===== src/rtl/arb_requester.sv =====
// arb_requester: client-side agent for a two-port req/gnt arbiter.
// Each channel queues job pulses, requests the bus, holds it for a fixed
// burst once granted, then releases it for one cycle. Starvation, pending
// overflow and grant protocol violations are reported through sticky flags.

module arb_requester_chan #(
  parameter int BURST_LEN = 4,
  parameter int PEND_W    = 3,
  parameter int TIMEOUT   = 15,
  parameter int CNT_W     = 4
) (
  input  logic              clock,
  input  logic              reset,
  input  logic              job,
  input  logic              gnt,
  output logic              req,
  output logic              busy,
  output logic              done,
  output logic [PEND_W-1:0] pend,
  output logic              starve,
  output logic              ovf,
  output logic              abort
);

  // State encoding keeps req equal to bit 0, so req comes straight off a flop.
  localparam logic [1:0] ST_IDLE = 2'b00;
  localparam logic [1:0] ST_REQ  = 2'b01;
  localparam logic [1:0] ST_XFER = 2'b11;
  localparam logic [1:0] ST_REL  = 2'b10;

  localparam logic [CNT_W-1:0]  BEAT_LAST = CNT_W'(BURST_LEN - 1);
  localparam logic [CNT_W-1:0]  WAIT_MAX  = CNT_W'(TIMEOUT);
  localparam logic [CNT_W-1:0]  WAIT_LAST = CNT_W'(TIMEOUT - 1);
  localparam logic [PEND_W-1:0] PEND_FULL = {PEND_W{1'b1}};

  logic [1:0]       state;
  logic [CNT_W-1:0] beat_cnt;
  logic [CNT_W-1:0] wait_cnt;
  logic             complete;

  // The last granted beat of a burst retires the in-flight job.
  assign complete = (state == ST_XFER) && gnt && (beat_cnt == BEAT_LAST);

  // Losing the grant before the burst ends aborts it and retries the job.
  assign abort = (state == ST_XFER) && !gnt;

  assign req  = state[0];
  assign busy = (state == ST_XFER);

  // Request/transfer/release sequencing with beat and wait counters.
  always_ff @(posedge clock) begin
    if (reset) begin
      state    <= ST_IDLE;
      beat_cnt <= '0;
      wait_cnt <= '0;
      done     <= 1'b0;
    end else begin
      done <= complete;
      case (state)
        ST_IDLE: begin
          if (pend != '0) begin
            state    <= ST_REQ;
            wait_cnt <= '0;
          end
        end
        ST_REQ: begin
          if (gnt) begin
            state    <= ST_XFER;
            beat_cnt <= '0;
            wait_cnt <= '0;
          end else if (wait_cnt != WAIT_MAX) begin
            wait_cnt <= wait_cnt + 1'b1;
          end
        end
        ST_XFER: begin
          if (!gnt) begin
            state    <= ST_REQ;
            beat_cnt <= '0;
            wait_cnt <= '0;
          end else if (beat_cnt == BEAT_LAST) begin
            state    <= ST_REL;
            beat_cnt <= '0;
          end else begin
            beat_cnt <= beat_cnt + 1'b1;
          end
        end
        ST_REL: begin
          state <= ST_IDLE;
        end
        default: begin
          state <= ST_IDLE;
        end
      endcase
    end
  end

  // Set the starvation flag on the cycle the wait counter reaches the timeout.
  always_ff @(posedge clock) begin
    if (reset) begin
      starve <= 1'b0;
    end else if ((state == ST_REQ) && !gnt && (wait_cnt == WAIT_LAST)) begin
      starve <= 1'b1;
    end
  end

  // Pending job count: a job arriving with a completion is always accepted,
  // a job arriving at a full counter without a completion is dropped.
  always_ff @(posedge clock) begin
    if (reset) begin
      pend <= '0;
      ovf  <= 1'b0;
    end else if (job && !complete) begin
      if (pend == PEND_FULL) begin
        ovf <= 1'b1;
      end else begin
        pend <= pend + 1'b1;
      end
    end else if (complete && !job && (pend != '0)) begin
      pend <= pend - 1'b1;
    end
  end

endmodule

module arb_requester #(
  parameter int BURST_LEN = 4,
  parameter int PEND_W    = 3,
  parameter int TIMEOUT   = 15,
  parameter int CNT_W     = 4
) (
  input  logic              clock,
  input  logic              reset,
  input  logic              job_0,
  input  logic              job_1,
  input  logic              gnt_0,
  input  logic              gnt_1,
  output logic              req_0,
  output logic              req_1,
  output logic              busy_0,
  output logic              busy_1,
  output logic              done_0,
  output logic              done_1,
  output logic [PEND_W-1:0] pend_0,
  output logic [PEND_W-1:0] pend_1,
  output logic              starve_0,
  output logic              starve_1,
  output logic              ovf_0,
  output logic              ovf_1,
  output logic              proto_err
);

  logic abort_0;
  logic abort_1;

  arb_requester_chan #(
    .BURST_LEN (BURST_LEN),
    .PEND_W    (PEND_W),
    .TIMEOUT   (TIMEOUT),
    .CNT_W     (CNT_W)
  ) u_chan_0 (
    .clock  (clock),
    .reset  (reset),
    .job    (job_0),
    .gnt    (gnt_0),
    .req    (req_0),
    .busy   (busy_0),
    .done   (done_0),
    .pend   (pend_0),
    .starve (starve_0),
    .ovf    (ovf_0),
    .abort  (abort_0)
  );

  arb_requester_chan #(
    .BURST_LEN (BURST_LEN),
    .PEND_W    (PEND_W),
    .TIMEOUT   (TIMEOUT),
    .CNT_W     (CNT_W)
  ) u_chan_1 (
    .clock  (clock),
    .reset  (reset),
    .job    (job_1),
    .gnt    (gnt_1),
    .req    (req_1),
    .busy   (busy_1),
    .done   (done_1),
    .pend   (pend_1),
    .starve (starve_1),
    .ovf    (ovf_1),
    .abort  (abort_1)
  );

  // Latch any grant protocol violation: overlapping grants or a grant lost mid-burst.
  always_ff @(posedge clock) begin
    if (reset) begin
      proto_err <= 1'b0;
    end else if ((gnt_0 && gnt_1) || abort_0 || abort_1) begin
      proto_err <= 1'b1;
    end
  end

endmodule


===== config.mk =====
export PLATFORM = sky130hd
export DESIGN_NAME = arb_requester
export DESIGN_NICKNAME = d
export VERILOG_FILES = /design/src/rtl/arb_requester.sv
export SDC_FILE = /design/constraint.sdc
export NUM_CORES = 1
export LEC_CHECK = 0
export CAP_MARGIN = 30
export CORE_UTILIZATION = 50
export DETAILED_ROUTE_END_ITERATION = 7
export PLACE_DENSITY = 0.73
export SLEW_MARGIN = 20
export SYNTH_ARGS = -nofsm -noshare
export SYNTH_HDL_FRONTEND = slang
export SYNTH_SLANG_ARGS = --single-unit

===== constraint.sdc =====
create_clock -name clock -period 4.5 [get_ports clock]
set_input_delay 0.9 -clock clock [delete_from_list [all_inputs] [get_ports clock]]
set_output_delay 0.9 -clock clock [all_outputs]
set_load 0.02 [all_outputs]

==> impl_metrics.csv <==
group,metric,value,unit
run_status,status,"finished clean",
timing,max_freq,331.0,MHz
yosys,synth_area,1831,um2
place,place_congestion,0.7726,
yosys,yosys_warnings,0,
floorplan,die-area,3907,um2
timing,tightest_slew,758.6,ps
timing,setup_viol_count_final,0,
routing,vias_per_cell,5.975,
finish,fin_util,61.03,%
floorplan,chipHeight,62.51,um
timing,slew_headroom,49.32,%
floorplan,start_util,53.59,%
pwr,power.density,272.2,nW/um2
pwr,netSwitchingFraction,29.29,%
worst_setup_path,start_kind,"input port",
floorplan,core,3416,um2
global_routing,grt_pass1_vias,1455,
timing,finClkSkew,4.216,ps
job,maxCapViolations,0,
cts,htreeDepth,2,
timing,grt_setup_unrepaired,"no",
worst_setup_path,crit_buf_inv,2,
place,port_buffers,22,
timing,layout_worst_path_cycle_share,67.14,%
cts,cts_tree,"done",
worst_setup_path,crit_fanout,11,
routing,drtAntennaViolNets,0,
place,hpwl,2612,um
pwr,clock_power_share,25.4,%
worst_setup_path,worstPathRequired,4740,ps
routing,firstDrtPassIters,5,
routing,first_iter_violations,179,
global_routing,grt_first_pass_wirelength,6534,um
place,place_area,2042,um2
finish,n_antenna_cell,0,
yosys,ys_top_cells_by_area,"dfxtp_1, ha_1, nor2_1",
yosys,yosysTopAreaCell,"dfxtp_1",
worst_setup_path,slowest_stage,"clkdlybuf4s50_1",
routing,drc_errors,0,
global_routing,grt.total_usage,20.58,%
yosys,synthCells,214,
yosys,ys_types,59,
pwr,p_int,0.4012,mW
cts,cts_buffers,5,
pwr,pwr-share-seq,57.3,%
timing,hold_viol_final,0,
timing,report.final.slew_viol_count,0,
global_routing,overflow,0,
pwr,p_leak,0.7719,nW
global_routing,antenna_found_initial,0,
yosys,synth.avg_cell_area,8.554,um2
yosys,synth-seq-area-share,36.09,%
yosys,ys_top_cells_by_count,"dfxtp_1, nor2_1, nand2_1, a21oi_1",
yosys,yosysMostFrequentCell,"dfxtp_1",
yosys,ys_ff_latch,33,
floorplan,ios,23,
global_routing,grt_max_degree,25,
finish,design_area,2085,um2
routing,wl_per_cell,13.45,um
worst_setup_path,crit_family,"simple AND/OR/NAND/NOR gates",
timing,period_needed,3021,ps
cts,cts-hold-fix-buffers,0,
routing,wirelength,3725,um
pwr,vdd_drop_max,160.3,uV
finish,drive_gt1_share,7.792,%
cts,cts_setup_buffers,0,
pwr,switchingPower,0.1661,mW
cts,cts_sinks,33,
pwr,p_comb_share,17.3,%
yosys,synth.top_cell.area_share,36.09,%
cts,cts_resized,0,
timing,fin_setup_tns,0,ps
worst_setup_path,cp.arrival,3260,ps
floorplan,row_count,21,
pwr,power,0.5673,mW
cts,clock-root-buffer,"clkbuf_4",
routing,vias,1655,
worst_setup_path,path_class,"input port to register",
floorplan,die_w,62.51,um
yosys,synth_edf_count,0,
finish,fillCellCount,322,
yosys,synth_fp_nets,228,
cts,clock_path_buffers,2,
worst_setup_path,endpoint_kind,"register",
finish,area_growth,13.88,%
finish,final_nets,246,
cts,clk_pin_slew,90,ps
worst_setup_path,path_cells,"clkdlybuf4s50_1 -> nand3_1 -> o21a_1 -> inv_1 -> fa_1 -> nor4_1 -> a311oi_1 -> a211oi_1",
min_path,min_path_type,"register to register",
yosys,synthArstFlopShare,0,%
worst_setup_path,max_stage_delay,590,ps
cts,clock_latency,320,ps
yosys,synth_top_flop_cell,"dfxtp_1",
-- cell usage in the layout (no fill, tap or decap), drive strengths merged, types with 5 or more instances in the layout --
| cell | Yosys | layout |
|---|---|---|
| nor2 | 20 | 20 |
| o21ai | 12 | 12 |
| clkbuf | 9 | 5 |
| clkdlybuf4s50 | 0 | 22 |
| inv | 10 | 10 |
| nor3 | 7 | 7 |
| a211oi | 5 | 5 |
| dfxtp | 33 | 33 |
| nand2 | 14 | 14 |
| nand3 | 11 | 11 |
| ha | 6 | 6 |
| a21oi | 12 | 12 |
| or3 | 5 | 5 |
-- tightest hold or removal path, stage by stage, from the launching register on --
cell,delay [ps]
dfxtp_1,340
nand2_1,60
a21oi_1,50
-- final cells by class --
cell class | count | area, um2 | area share (%)
clock buffer | 5 | 37.54 | 1.801
clock inverter | 1 | 5.005 | 0.2401
inverter | 10 | 37.54 | 1.801
multi-input combinational | 159 | 1059 | 50.78
sequential | 33 | 660.6 | 31.69
tap | 46 | 57.56 | 2.761
timing repair buffer | 23 | 227.7 | 10.92
-- stage by stage --
| stage | std cells | hold slack, ps | setup slack, ps |
|---|---|---|---|
| 2_1_floorplan | 214 | 449.2 | 1996 |
| 3_3_place_gp | 271 | 459.1 | 1313 |
| 5_1_grt | 277 | 512.7 | 1254 |
| 6_report | 277 | 484.6 | 1479 |
| 4_1_cts | 277 | 485.5 | 1534 |
| 3_5_place_dp | 271 | 466.9 | 1177 |
-- cells by family (layout without fill, tap and decap cells) --
group                    Yosys count  in the layout  share of synthesized area (%)
AND/OR/NAND/NOR                   82             82                          24.20
AO/OA/AOI/OAI                     68             68                          26.73
flip-flops                        33             33                          36.09
buffers and inverters             22             39                          6.084
adder cells (fa/ha/maj)            8              8                          6.288
multiplexers                       1              1                         0.6151
-- state kept, by name, summed over array words and instances, names as in the netlist, 2 cells and up --
| name | flops |
|---|---|
| u_chan_0.state | 2 |
| u_chan_1.pend | 3 |
| u_chan_1.state | 2 |
| u_chan_0.beat_cnt | 4 |
| u_chan_0.pend | 3 |
| u_chan_0.wait_cnt | 4 |
| u_chan_1.wait_cnt | 4 |
| u_chan_1.beat_cnt | 4 |
-- power by group through the flow --
| stage | clock [mW] | combinational, mW | sequential [mW] |
|---|---|---|---|
| 6_report | 0.144 | 0.0982 | 0.325 |
| 5_1_grt | 0.166 | 0.110 | 0.329 |
| 4_1_cts | 0.154 | 0.0985 | 0.325 |
| 3_5_place_dp | 0 | 0.0979 | 0.331 |
| 3_3_place_gp | 0 | 0.0947 | 0.330 |
| 2_1_floorplan | 0 | 0.0677 | 0.329 |
-- metal layers --
layer  wire length [um]  part of all wire, %  track usage [%]
met5                  0                    0                0
met3                127                  3.4            5.657
met1               1862                   50            27.57
met4                 27                 0.72            5.233
met2               1708                   46            32.47
-- path summary, 6_finish.rpt --
kind | from | endpoint | cells after the start | slack (ps)
setup / recovery | gnt_0 | u_chan_0.pend[2] | 8 | 1480
hold / removal | u_chan_0.beat_cnt[1] | u_chan_0.beat_cnt[1] | 2 | 480
setup reg to reg | u_chan_1.beat_cnt[0] | u_chan_1.pend[1] | 6 | 2050
hold reg to reg | u_chan_0.beat_cnt[1] | u_chan_0.beat_cnt[1] | 2 | 480
(Power assumes the default switching activity.)
